## src/rtl/rv_pipe_pkg.sv

```systemverilog
// rv_pipe_pkg: shared pipeline types and constants
package rv_pipe_pkg;
   typedef enum logic [1:0] {RUN, MEM_WAIT, MD_WAIT} state_t;
   localparam logic [4:0] REG_X0 = 5'd0;
endpackage

```

## src/rtl/pipeline_hazard_ctrl_hazard_detect.sv

```systemverilog
// hazard_detect: load-use hazard compare between the load in EX and the ID source operands
module hazard_detect
   import rv_pipe_pkg::*;
(
   input  logic [4:0] id_rs1,
   input  logic [4:0] id_rs2,
   input  logic       id_rs1_used,
   input  logic       id_rs2_used,
   input  logic [4:0] ex_rd,
   input  logic       ex_mem_read,
   output logic       lu
);
   assign lu = ex_mem_read && ex_rd != REG_X0 &&
               ((id_rs1_used && id_rs1 == ex_rd) || (id_rs2_used && id_rs2 == ex_rd));
endmodule

```

## src/rtl/pipeline_hazard_ctrl.sv

```systemverilog
// pipeline_hazard_ctrl: stall/flush sequencer for the 5-stage pipeline with stall counter and memory timeout
module pipeline_hazard_ctrl
   import rv_pipe_pkg::*;
#(
   parameter int MEM_TIMEOUT = 16,
   parameter int CNT_W       = 32
) (
   input  logic             clk,
   input  logic             rst_n,
   input  logic [4:0]       id_rs1,
   input  logic [4:0]       id_rs2,
   input  logic             id_rs1_used,
   input  logic             id_rs2_used,
   input  logic [4:0]       ex_rd,
   input  logic             ex_mem_read,
   input  logic             ex_redirect,
   input  logic             ex_md_start,
   input  logic             md_done,
   input  logic             mem_req,
   input  logic             mem_ready,
   output logic             pc_stop,
   output logic             if_id_stop,
   output logic             if_id_flush,
   output logic             id_ex_stop,
   output logic             id_ex_flush,
   output logic             ex_mem_stop,
   output logic             ex_mem_flush,
   output logic             mem_wb_flush,
   output logic             mem_err,
   output logic [CNT_W-1:0] stall_cnt
);
   localparam int WW = $clog2(MEM_TIMEOUT);
   state_t          state;
   logic [WW-1:0]   wcnt;
   logic            tmo, memwait, mdwait, lu, m, d, r, l;
   hazard_detect u_hd (
      .id_rs1      (id_rs1),
      .id_rs2      (id_rs2),
      .id_rs1_used (id_rs1_used),
      .id_rs2_used (id_rs2_used),
      .ex_rd       (ex_rd),
      .ex_mem_read (ex_mem_read),
      .lu          (lu)
   );
   assign tmo     = state == MEM_WAIT && wcnt == WW'(MEM_TIMEOUT - 1);
   assign memwait = mem_req && !mem_ready && !tmo;
   assign mdwait  = ex_md_start && !md_done;
   // one-hot priority rows so no register ever sees stop and flush together
   assign m = memwait;
   assign d = !m && mdwait;
   assign r = !m && !d && ex_redirect;
   assign l = !m && !d && !r && lu;
   assign pc_stop      = m || d || l;
   assign if_id_stop   = m || d || l;
   assign if_id_flush  = r;
   assign id_ex_stop   = m || d;
   assign id_ex_flush  = r || l;
   assign ex_mem_stop  = m;
   assign ex_mem_flush = d;
   assign mem_wb_flush = m;
   assign mem_err      = tmo;
   always_ff @(posedge clk or negedge rst_n) begin
      if (!rst_n) begin
         state     <= RUN;
         wcnt      <= '0;
         stall_cnt <= '0;
      end else begin
         state <= memwait ? MEM_WAIT : mdwait ? MD_WAIT : RUN;
         wcnt  <= memwait ? (state == MEM_WAIT ? wcnt + 1'b1 : WW'(1)) : '0;
         if (pc_stop && !(&stall_cnt)) stall_cnt <= stall_cnt + 1'b1;
      end
   end
endmodule

```

## config.mk

```make
export PLATFORM = sky130hd
export DESIGN_NAME = pipeline_hazard_ctrl
export DESIGN_NICKNAME = d
export VERILOG_FILES = /design/src/rtl/rv_pipe_pkg.sv /design/src/rtl/pipeline_hazard_ctrl_hazard_detect.sv /design/src/rtl/pipeline_hazard_ctrl.sv
export SDC_FILE = /design/constraint.sdc
export NUM_CORES = 1
export LEC_CHECK = 0
export ABC_AREA = 0
export BUFFER_PORTS_ARGS = -buffer_cell sky130_fd_sc_hd__buf_2
export CAP_MARGIN = 10
export CORE_MARGIN = 2
export CORE_UTILIZATION = 30
export CTS_CLUSTER_DIAMETER = 200
export DETAILED_ROUTE_END_ITERATION = 8
export SLEW_MARGIN = 5
export SYNTH_ARGS = -nofsm -noshare
export SYNTH_HDL_FRONTEND = slang
export SYNTH_SLANG_ARGS = --single-unit
```

## constraint.sdc

```tcl
create_clock -name clk -period 2.75 [get_ports clk]
set_clock_uncertainty 0.15 [all_clocks]
set_input_delay 0.275 -clock clk [delete_from_list [all_inputs] [get_ports clk]]
set_output_delay 0.275 -clock clk [all_outputs]
set_load 0.01 [all_outputs]
```

# Yosys cells after proc, flatten, opt, wreduce, memory -nomap -nowiden
# Cells that the tools add are included.
# W data, S select, Z words.
dict set report op_classes {
  n_addsub 2
  reduce_logical 27
  muxes 4
  eq_ne 4
}
# operator n
set op_table {}
lappend op_table {{$add A32 B1 Y32 const B} 1}
lappend op_table {{$reduce_and A32 Y1} 1}
lappend op_table {{$logic_and A1 B1 Y1} 14}
lappend op_table {{$eq A5 B5 Y1} 2}
lappend op_table {{$mux W4} 2}
lappend op_table {{$logic_not A1 Y1} 7}
lappend op_table {{$reduce_bool A5 Y1} 1}
lappend op_table {{$add A4 B1 Y4 const B} 1}
lappend op_table {{$eq A4 B4 Y1 const B} 1}
lappend op_table {{$logic_or A1 B1 Y1} 4}
lappend op_table {{$mux W2} 2}
lappend op_table {{$eq A2 B1 Y1 const B} 1}
dict set report word_totals {
  register_bits 38
  output_inout_bits 41
}

# Logic depth before layout (Yosys ltp)
# Gate-level depths: netlist of run 1.
dict set report logic_depth {
  word_depth 14
  depth_mapped 8
  mapped_depth_nobuf 7
}

# By module
# Synthesis of run 1 repeated with hierarchy kept, for this count alone.
dict set report hier_totals {
  hier_cells 201
  area_unflattened_um2 2098.3
}
# mod cells_per_inst seq_area_each_um2 instances area_per_inst_um2
set modules_own_cells {}
lappend modules_own_cells {pipeline_hazard_ctrl 184 950.9 1 1964.4}
lappend modules_own_cells {hazard_detect 17 0.0 1 133.9}

# Least setup slack after synthesis of run 1
# Ideal clock, no wire load.
dict set report synth_path {
  path_kind {register to register}
  from {register stall_cnt[0]}
  to {register stall_cnt[28]}
  period_less_slack_ps 2221
  required_time_ps 2475
  arrival_time_ps 1946
  stages_incl_launch_ff 7
  slack_ps 529
  setup_ps 125
  cell_sequence {dfrtp_1 ha_1 and3_1 nand4_4 or3_4 nor3_1 mux2_2}
}
dict set report synth_between {
  elab_chain_len 3
  word_cells_on_any_way 4
  cone_classes {1 x add/sub; 3 x reduce/logical}
}
# item line_no
set synth_rtl {}
lappend synth_rtl {{start, declared} pipeline_hazard_ctrl.sv:30} ;# output logic [CNT_W-1:0] stall_cnt
lappend synth_rtl {{start signal, assigned} pipeline_hazard_ctrl.sv:70} ;# if (pc_stop && !(&stall_cnt)) stall_cnt <= stall_cnt + 1'b1;
lappend synth_rtl {{branches (longest 3 deep; another with $add A32 B1 Y32)} -}
# Parallel ways; which one is timed is not known.
# A chain may end at the register's enable or synchronous reset.

# Worst setup path in the final report of run 1
dict set report layout_path {
  from {register stall_cnt[0]}
  to {register stall_cnt[17]}
}
# Same word-level chain as after synthesis.

==> load_flow_metrics.sql, run 1 <==
INSERT INTO impl_metrics (metric_group, metric, value, unit) VALUES
('status', 'result_of_the_run', 'finished clean', ''),
('sta', 'maxSlewViolCount', '0', ''),
('clock_tree', 'clock_insertion_delay_worst_skew', '280', 'ps'),
('place', 'finalWeightedCongestion', '0.7292', ''),
('die', 'placement_rows', '30', ''),
('global_routing', 'grt.total_usage', '0.1247', ''),
('sta', 'final.period_utilization', '0.8558', ''),
('pwr', 'power.density_cell_area', '520.3', 'mW/mm²'),
('global_routing', 'grt_antenna_before_repair', '0', ''),
('logic_synthesis', 'yosys.area.top_type', 'sky130_fd_sc_hd__dfrtp_1', ''),
('sta', 'timing.final.setup_violations', '0', ''),
('setup_path', 'slowest_stage', 'sky130_fd_sc_hd__dfrtp_1', ''),
('setup_path', 'crit_chain', 'ha_1, and3_1, nand4_4, nor3_4, a21o_1, nor2_1, xor2_1', ''),
('detailed_routing', 'routed_wire_length_per_instance', '13.43', 'µm'),
('logic_synthesis', 'syn_avg_cell_area', '11.03', 'µm²'),
('finish', 'final_nets', '282', ''),
('clock_tree', 'post_cts_resize_count', '0', ''),
('die', 'design.core.area', '0.006719', 'mm²'),
('setup_path', 'r2r_slack', '400', 'ps'),
('setup_path', 'worst_setup_path_end_kind', 'flop', ''),
('sta', 'setup_tns', '0', 'ps'),
('sta', 'worst_slew_margin_rel', '0.4355', ''),
('hold_path', 'worstHoldPathType', 'in -> reg', ''),
('logic_synthesis', 'synth.distinct_cells', '37', ''),
('logic_synthesis', 'yosysMostFrequentCell', 'sky130_fd_sc_hd__dfrtp_1', ''),
('clock_tree', 'path_clk_slew', '70', 'ps'),
('flow_run', 'cap_violations', '0', ''),
('sta', 'max_clock_freq', '0.4249', 'GHz'),
('logic_synthesis', 'synthesis.instances', '187', ''),
('setup_path', 'path_delay_family', 'simple AND/OR/NAND/NOR gates', ''),
('logic_synthesis', 'syn-num-nets', '214', ''),
('logic_synthesis', 'synth.top_cell.area_share', '0.4609', ''),
('die', 'floorplan.io_pins', '66', ''),
('sta', 'worst_margin_slew', '846.7', 'ps'),
('setup_path', 'critPathRequiredTime', '2770', 'ps'),
('global_routing', 'grt_pass1_vias', '1548', ''),
('finish', 'insertedDiodeCount', '0', ''),
('setup_path', 'timing.critical_path.slowest_cell_delay', '420', 'ps'),
('place', 'detailed_place_hpwl', '3.503', 'mm'),
('clock_tree', 'htree_levels', '2', ''),
('pwr', 'vdd_ir_drop_max', '181.9', 'µV'),
('global_routing', 'pin_count_of_the_biggest_net_entering_global_routing', '39', ''),
('logic_synthesis', 'synthTopCellsByCount', 'sky130_fd_sc_hd__dfrtp_1 (38), sky130_fd_sc_hd__xnor2_1 (34), sky130_fd_sc_hd__nand2_1 (17), sky130_fd_sc_hd__nand3_1 (17), sky130_fd_sc_hd__nor2_1 (12)', ''),
('die', 'die_y', '86.93', 'µm'),
('logic_synthesis', 'synthFlopType', 'sky130_fd_sc_hd__dfrtp_1', ''),
('logic_synthesis', 'syn-cell-area', '0.002063', 'mm²'),
('sta', 'final.min_clock_period', '2353', 'ps'),
('die', 'floorplan.die_area', '0.007557', 'mm²'),
('detailed_routing', 'first_pass_iters', '4', ''),
('setup_path', 'critical_path_class', 'reg -> reg', ''),
('sta', 'grt_setup_unrepaired', 'no', ''),
('clock_tree', 'cts.root.buffer_cell', 'sky130_fd_sc_hd__clkbuf_8', ''),
('pwr', 'power.static_leakage', '1.207', 'nW'),
('detailed_routing', 'drt_wl_total', '4.499', 'mm'),
('detailed_routing', 'antenna_violating_nets_post_route', '0', ''),
('logic_synthesis', 'synth_area_leaders', 'sky130_fd_sc_hd__dfrtp_1 (46%), sky130_fd_sc_hd__xnor2_1 (14%), sky130_fd_sc_hd__nand3_1 (4.1%)', ''),
('setup_path', 'buffering_stage_count_on_the_worst_path_with_inverters_included', '0', ''),
('logic_synthesis', 'synth_seq_cells', '38', ''),
('detailed_routing', 'via_count_normalized_by_instance_count', '4.704', ''),
('detailed_routing', 'detailroute.via_count', '1576', ''),
('logic_synthesis', 'postSynth.asyncResetShare', '1.000', ''),
('die', 'floorplan.initialDensity', '0.3071', ''),
('setup_path', 'path_max_fanout', '9', ''),
('place', 'numPlacedInstances', '327', ''),
('die', 'dieWidth', '86.93', 'µm'),
('setup_path', 'cp.arrival', '2370', 'ps'),
('clock_tree', 'cts_tree', 'done', ''),
('detailed_routing', 'dr.first_iter.drc_count', '27', ''),
('global_routing', 'globalRouteOverflowTotal', '0', ''),
('logic_synthesis', 'synth-edff-count', '0', ''),
('setup_path', 'timing.critical_path.from_type', 'flop', '');
-- final timing paths --
kind                                from  cells after the start       endpoint
setup / recovery            stall_cnt[0]                      7  stall_cnt[17]
hold / removal               ex_md_start                      3       state[1]
setup reg to reg            stall_cnt[0]                      7  stall_cnt[17]
hold reg to reg            stall_cnt[25]                      1  stall_cnt[25]
max in group asynchronous          rst_n                      2  stall_cnt[10]
min in group asynchronous          rst_n                      2       state[1]
-- area by class of cell --
type                    count  area, µm²
flip-flops and latches     38      950.9
clock buffers               6      72.57
repair buffers             66      335.3
inverters                   3      11.26
clock inverters             1      7.507
fillers                   674       4182
well taps                  80      100.1
multi-input cells         141       1060
-- tightest hold or removal path, delay by kind of cell --
| family | cells | cell delay [ps] |
|---|---|---|
| buffers and inverters | 1 | 100 |
| AND/OR/NAND/NOR | 2 | 210 |
-- sequential cells by signal, summed over array words and instances, names as in the netlist --
| signal | count |
|---|---|
| stall_cnt | 32 |
| wcnt | 4 |
| state | 2 |
-- power breakdown --
group / switching [mW] / internal (mW)
combinational: 0.142 / 0.123
clock: 0.186 / 0.174
sequential: 0.0806 / 0.615
-- logic make-up (layout without fill, tap and decap cells) --
logic type	Yosys count	count (layout)	share of synthesized area
simple gates	88	88	0.2711
fa+ha+maj	2	2	0.01213
mux	1	1	0.005457
flops	38	38	0.4609
compound gates	8	8	0.04670
buf+inv	8	76	0.02546
xor+xnor	42	42	0.1783
-- routing by layer --
layer,track usage,vias to the layer above,share of wire
met1,0.1587,734,0.46
met3,0.03507,4,0.072
met4,0.04261,0,0.0093
met2,0.2033,58,0.46
li1,-,780,-
met5,0,-,0
-- repair_timing --
action | 4_1_cts | 5_1_grt
hold endpoints to repair | 38 | 0
hold buffers | 1 | 0
setup buffers | 0 | 0
-- per-stage QoR --
stage	setup WS [ps]	instance area (µm²)	hold WS [ps]	util	power, mW
3_5_place_dp	395.7	2447	284.4	0.3642	0.9758
2_1_floorplan	529.3	2063	-170.6	-	0.8541
4_1_cts	376.1	2537	182.9	0.3777	1.349
3_3_place_gp	406.7	2447	286.6	0.3642	0.9739
6_report	396.6	2537	190.9	0.3777	1.320
5_1_grt	221.2	2537	191.9	0.3777	1.405
-- placed cells by master (no fill, tap or decap), drive strengths merged, types with 6 or more instances in the layout --
cell type / synthesis / final
nand2: 17 / 17
buf: 4 / 65
nand3: 18 / 18
nor2: 12 / 12
nand4: 10 / 10
clkbuf: 1 / 6
nor3: 9 / 9
and3: 7 / 7
dfrtp: 38 / 38
xnor2: 34 / 34
xor2: 8 / 8
Note: power is estimated with default switching activity, not from simulation.
==> run 2, diff against run 1 <==
SYNTH_HIERARCHICAL = 1   (was default)
==> run 2 against run 1 <==
Setup slack worse by 95 ps. Flip-flop and latch count unchanged. Core utilization rose by 1.9 points. Sequential share of layout area down 2.2 points. Total power up 18%. Critical path type is now in -> out. Highest routed layer unchanged.
==> load_flow_metrics.sql, run 2 <==
INSERT INTO impl_metrics (metric_group, metric, value, unit) VALUES
('detailed_routing', 'antenna_violating_nets_post_route', '0', ''),
('detailed_routing', 'drt_wl_total', '4.711', 'mm'),
('die', 'floorplan.die_area', '0.007679', 'mm²'),
('global_routing', 'grt.total_usage', '0.1319', ''),
('die', 'die_y', '87.63', 'µm'),
('sta', 'max_clock_freq', '0.4085', 'GHz'),
('clock_tree', 'path_clk_slew', '80', 'ps'),
('sta', 'finalHoldViolCount', '0', ''),
('clock_tree', 'tritoncts_num_sinks', '38', ''),
('logic_synthesis', 'synth-edff-count', '0', ''),
('pwr', 'vdd_ir_drop_max', '212.5', 'µV'),
('logic_synthesis', 'synth.distinct_cells', '37', ''),
('global_routing', 'pin_count_of_the_biggest_net_entering_global_routing', '39', ''),
('die', 'floorplan.io_pins', '66', ''),
('flow_run', 'cap_violations', '0', ''),
('global_routing', 'grt_first_pass_wirelength', '7.803', 'mm'),
('detailed_routing', 'drc_errors', '0', ''),
('finish', 'finish.instance_area', '0.002693', 'mm²'),
('setup_path', 'cp.arrival', '2020', 'ps'),
('logic_synthesis', 'synthesis.yosys.warnings', '6', ''),
('setup_path', 'timing.rr.start', 'stall_cnt[0]', ''),
('setup_path', 'path_max_fanout', '11', ''),
('setup_path', 'reg2regPathDepth', '7', ''),
('place', 'finalWeightedCongestion', '0.7369', ''),
('logic_synthesis', 'synth_area_leaders', 'sky130_fd_sc_hd__dfrtp_1 (45%), sky130_fd_sc_hd__xor2_1 (16%), sky130_fd_sc_hd__nand3_1 (3.6%)', ''),
('finish', 'max_flop_register', 'stall_cnt', ''),
('die', 'dieWidth', '87.63', 'µm'),
('detailed_routing', 'routed_wire_length_per_instance', '12.70', 'µm'),
('pwr', 'power.density_cell_area', '578.5', 'mW/mm²'),
('logic_synthesis', 'postSynth.asyncResetShare', '1.000', ''),
('finish', 'drive_above_1_share', '0.3345', ''),
('clock_tree', 'clock_insertion_delay_worst_skew', '290', 'ps'),
('global_routing', 'globalRouteOverflowTotal', '0', ''),
('sta', 'worst_margin_slew', '849.4', 'ps'),
('setup_path', 'r2r_slack', '390', 'ps'),
('pwr', 'power.static_leakage', '1.305', 'nW'),
('finish', 'top_regs', 'stall_cnt x32, wcnt x4, state x2', ''),
('logic_synthesis', 'synth_seq_cells', '38', ''),
('detailed_routing', 'detailroute.via_count', '1724', ''),
('hold_path', 'min_to', 'state[1]', ''),
('clock_tree', 'post_cts_hold_buffer_count', '1', ''),
('global_routing', 'grt_pass1_vias', '1600', ''),
('detailed_routing', 'first_pass_iters', '4', ''),
('finish', 'layout.cells.most_common_list', 'sky130_fd_sc_hd__buf_2 (65), sky130_fd_sc_hd__xor2_1 (39), sky130_fd_sc_hd__dfrtp_1 (38)', ''),
('place', 'detailed_place_hpwl', '3.649', 'mm'),
('hold_path', 'worstHoldPathType', 'in -> reg', ''),
('clock_tree', 'post_cts_resize_count', '0', ''),
('die', 'design.core.area', '0.006794', 'mm²'),
('setup_path', 'timing.critical_path.from_type', 'primary input', ''),
('hold_path', 'startpoint_of_the_most_critical_hold_path', 'ex_md_start', ''),
('place', 'port_bufs', '65', ''),
('setup_path', 'r2r_end', 'stall_cnt[6]', ''),
('logic_synthesis', 'syn-cell-area', '0.002098', 'mm²'),
('global_routing', 'grt_antenna_before_repair', '0', ''),
('sta', 'final.min_clock_period', '2448', 'ps'),
('place', 'dpl-instance-area', '0.002545', 'mm²'),
('logic_synthesis', 'synthTopCellsByCount', 'sky130_fd_sc_hd__xor2_1 (39), sky130_fd_sc_hd__dfrtp_1 (38), sky130_fd_sc_hd__nand2_1 (18)', ''),
('detailed_routing', 'dr.first_iter.drc_count', '92', ''),
('setup_path', 'critical_path_class', 'in -> out', ''),
('die', 'placement_rows', '30', ''),
('detailed_routing', 'via_count_normalized_by_instance_count', '4.647', ''),
('clock_tree', 'cts.root.buffer_cell', 'sky130_fd_sc_hd__clkbuf_8', ''),
('place', 'numPlacedInstances', '362', ''),
('clock_tree', 'cts_tree', 'done', ''),
('sta', 'final.period_utilization', '0.8902', ''),
('logic_synthesis', 'syn-num-nets', '228', ''),
('sta', 'setup_tns', '0', 'ps'),
('sta', 'timing.final.setup_violations', '0', ''),
('clock_tree', 'htree_levels', '2', ''),
('finish', 'layout.filler_cells', '690', ''),
('clock_tree', 'cts_buffers', '5', ''),
('setup_path', 'critPathRequiredTime', '2330', 'ps'),
('logic_synthesis', 'syn_avg_cell_area', '10.44', 'µm²'),
('die', 'floorplan.initialDensity', '0.3088', ''),
('finish', 'syn_to_final_growth', '28.32', '%'),
('logic_synthesis', 'yosysMostFrequentCell', 'sky130_fd_sc_hd__xor2_1', ''),
('sta', 'grt_setup_unrepaired', 'no', ''),
('logic_synthesis', 'sequential_cell_area_fraction_in_the_yosys_report', '0.4532', ''),
('setup_path', 'worst_setup_path_end_kind', 'output pin', ''),
('finish', 'final_common_cell', 'sky130_fd_sc_hd__buf_2', ''),
('clock_tree', 'cts_max_path_buffers', '2', ''),
('finish', 'insertedDiodeCount', '0', ''),
('logic_synthesis', 'yosys.area.top_type', 'sky130_fd_sc_hd__dfrtp_1', ''),
('clock_tree', 'post_cts.repair.setup_buffers', '0', ''),
('hold_path', 'min_delay_path_depth', '3', ''),
('sta', 'worst_slew_margin_rel', '0.4337', ''),
('logic_synthesis', 'synthesis.instances', '201', ''),
('finish', 'final_nets', '301', ''),
('logic_synthesis', 'synthFlopType', 'sky130_fd_sc_hd__dfrtp_1', ''),
('logic_synthesis', 'synth.top_cell.area_share', '0.4532', ''),
('finish', 'largest_register_ffs', '32', ''),
('finish', 'instances_no_fill', '371', ''),
('status', 'result_of_the_run', 'finished clean', ''),
('sta', 'maxSlewViolCount', '0', '');
[run 2: worst max-delay path by stage]
stage          cells after the start    startpoint            end  slack, ps
6_report                           9      ex_rd[1]        pc_stop        300
2_1_floorplan                     10      ex_rd[0]  stall_cnt[27]        600
5_1_grt                            7  stall_cnt[0]  stall_cnt[29]        150
3_5_place_dp                      11      ex_rd[1]  stall_cnt[29]        150
3_3_place_gp                      11      ex_rd[1]  stall_cnt[29]        170
4_1_cts                            9      ex_rd[1]     if_id_stop        290
[run 2: per-stage QoR]
step | util | hold WS, ps | setup WS (ps) | power, mW
2_1_floorplan | - | -170.6 | 595.6 | 0.8686
4_1_cts | 0.3963 | 119.9 | 293.9 | 1.580
3_5_place_dp | 0.3746 | 291.9 | 149.0 | 1.003
3_3_place_gp | 0.3746 | 281.8 | 167.4 | 0.9961
5_1_grt | 0.3963 | 115.4 | 153.8 | 1.658
6_report | 0.3963 | 120.2 | 301.9 | 1.558
[run 2: cell families after synthesis]
logic type | Yosys count | share of synthesized area
buffers and inverters | 9 | 0.02444
muxes | 2 | 0.01073
and+or+nand+nor | 96 | 0.2701
AOI/OAI and AO/OA | 12 | 0.05427
DFF | 38 | 0.4532
xor gates and xnor gates | 42 | 0.1753
adders and majority gates | 2 | 0.01192
[run 2: layout make-up]
type,instances,area (µm²),share of cell area
multi-input cells,154,1096,0.4071
flip-flops and latches,38,950.9,0.3532
repair buffers,71,372.9,0.1385
well taps,96,120.1,0.04461
clock buffers,5,68.82,0.02556
clock inverters,3,68.82,0.02556
inverters,4,15.01,0.005576
[run 2: power breakdown]
group	switching [mW]	internal (mW)	leakage [nW]	total (mW)
Combinational	0.146	0.127	0.747	0.273
Sequential	0.0879	0.625	0.489	0.713
Clock	0.209	0.363	0.0683	0.572
Total	0.443	1.11	1.31	1.56
[run 2: worst max-delay path, stage by stage]
cell and delay [ps]:
sky130_fd_sc_hd__buf_2 120, sky130_fd_sc_hd__or4_1 540, sky130_fd_sc_hd__o21ai_1 130, sky130_fd_sc_hd__a21oi_1 50, sky130_fd_sc_hd__inv_1 70, sky130_fd_sc_hd__o21ai_1 110, sky130_fd_sc_hd__nor2_2 390, sky130_fd_sc_hd__inv_1 170
sky130_fd_sc_hd__buf_2 170
[run 2: metal layers]
| metal | global-route usage | part of all wire | routed length [µm] | up-vias |
|---|---|---|---|---|
| met3 | 0.04147 | 0.078 | 367 | 5 |
| li1 | - | - | - | 865 |
| met1 | 0.1730 | 0.45 | 2113 | 799 |
| met4 | 0.04196 | 0.016 | 74 | 0 |
| met5 | 0 | 0 | 0 | - |
| met2 | 0.2080 | 0.46 | 2155 | 55 |
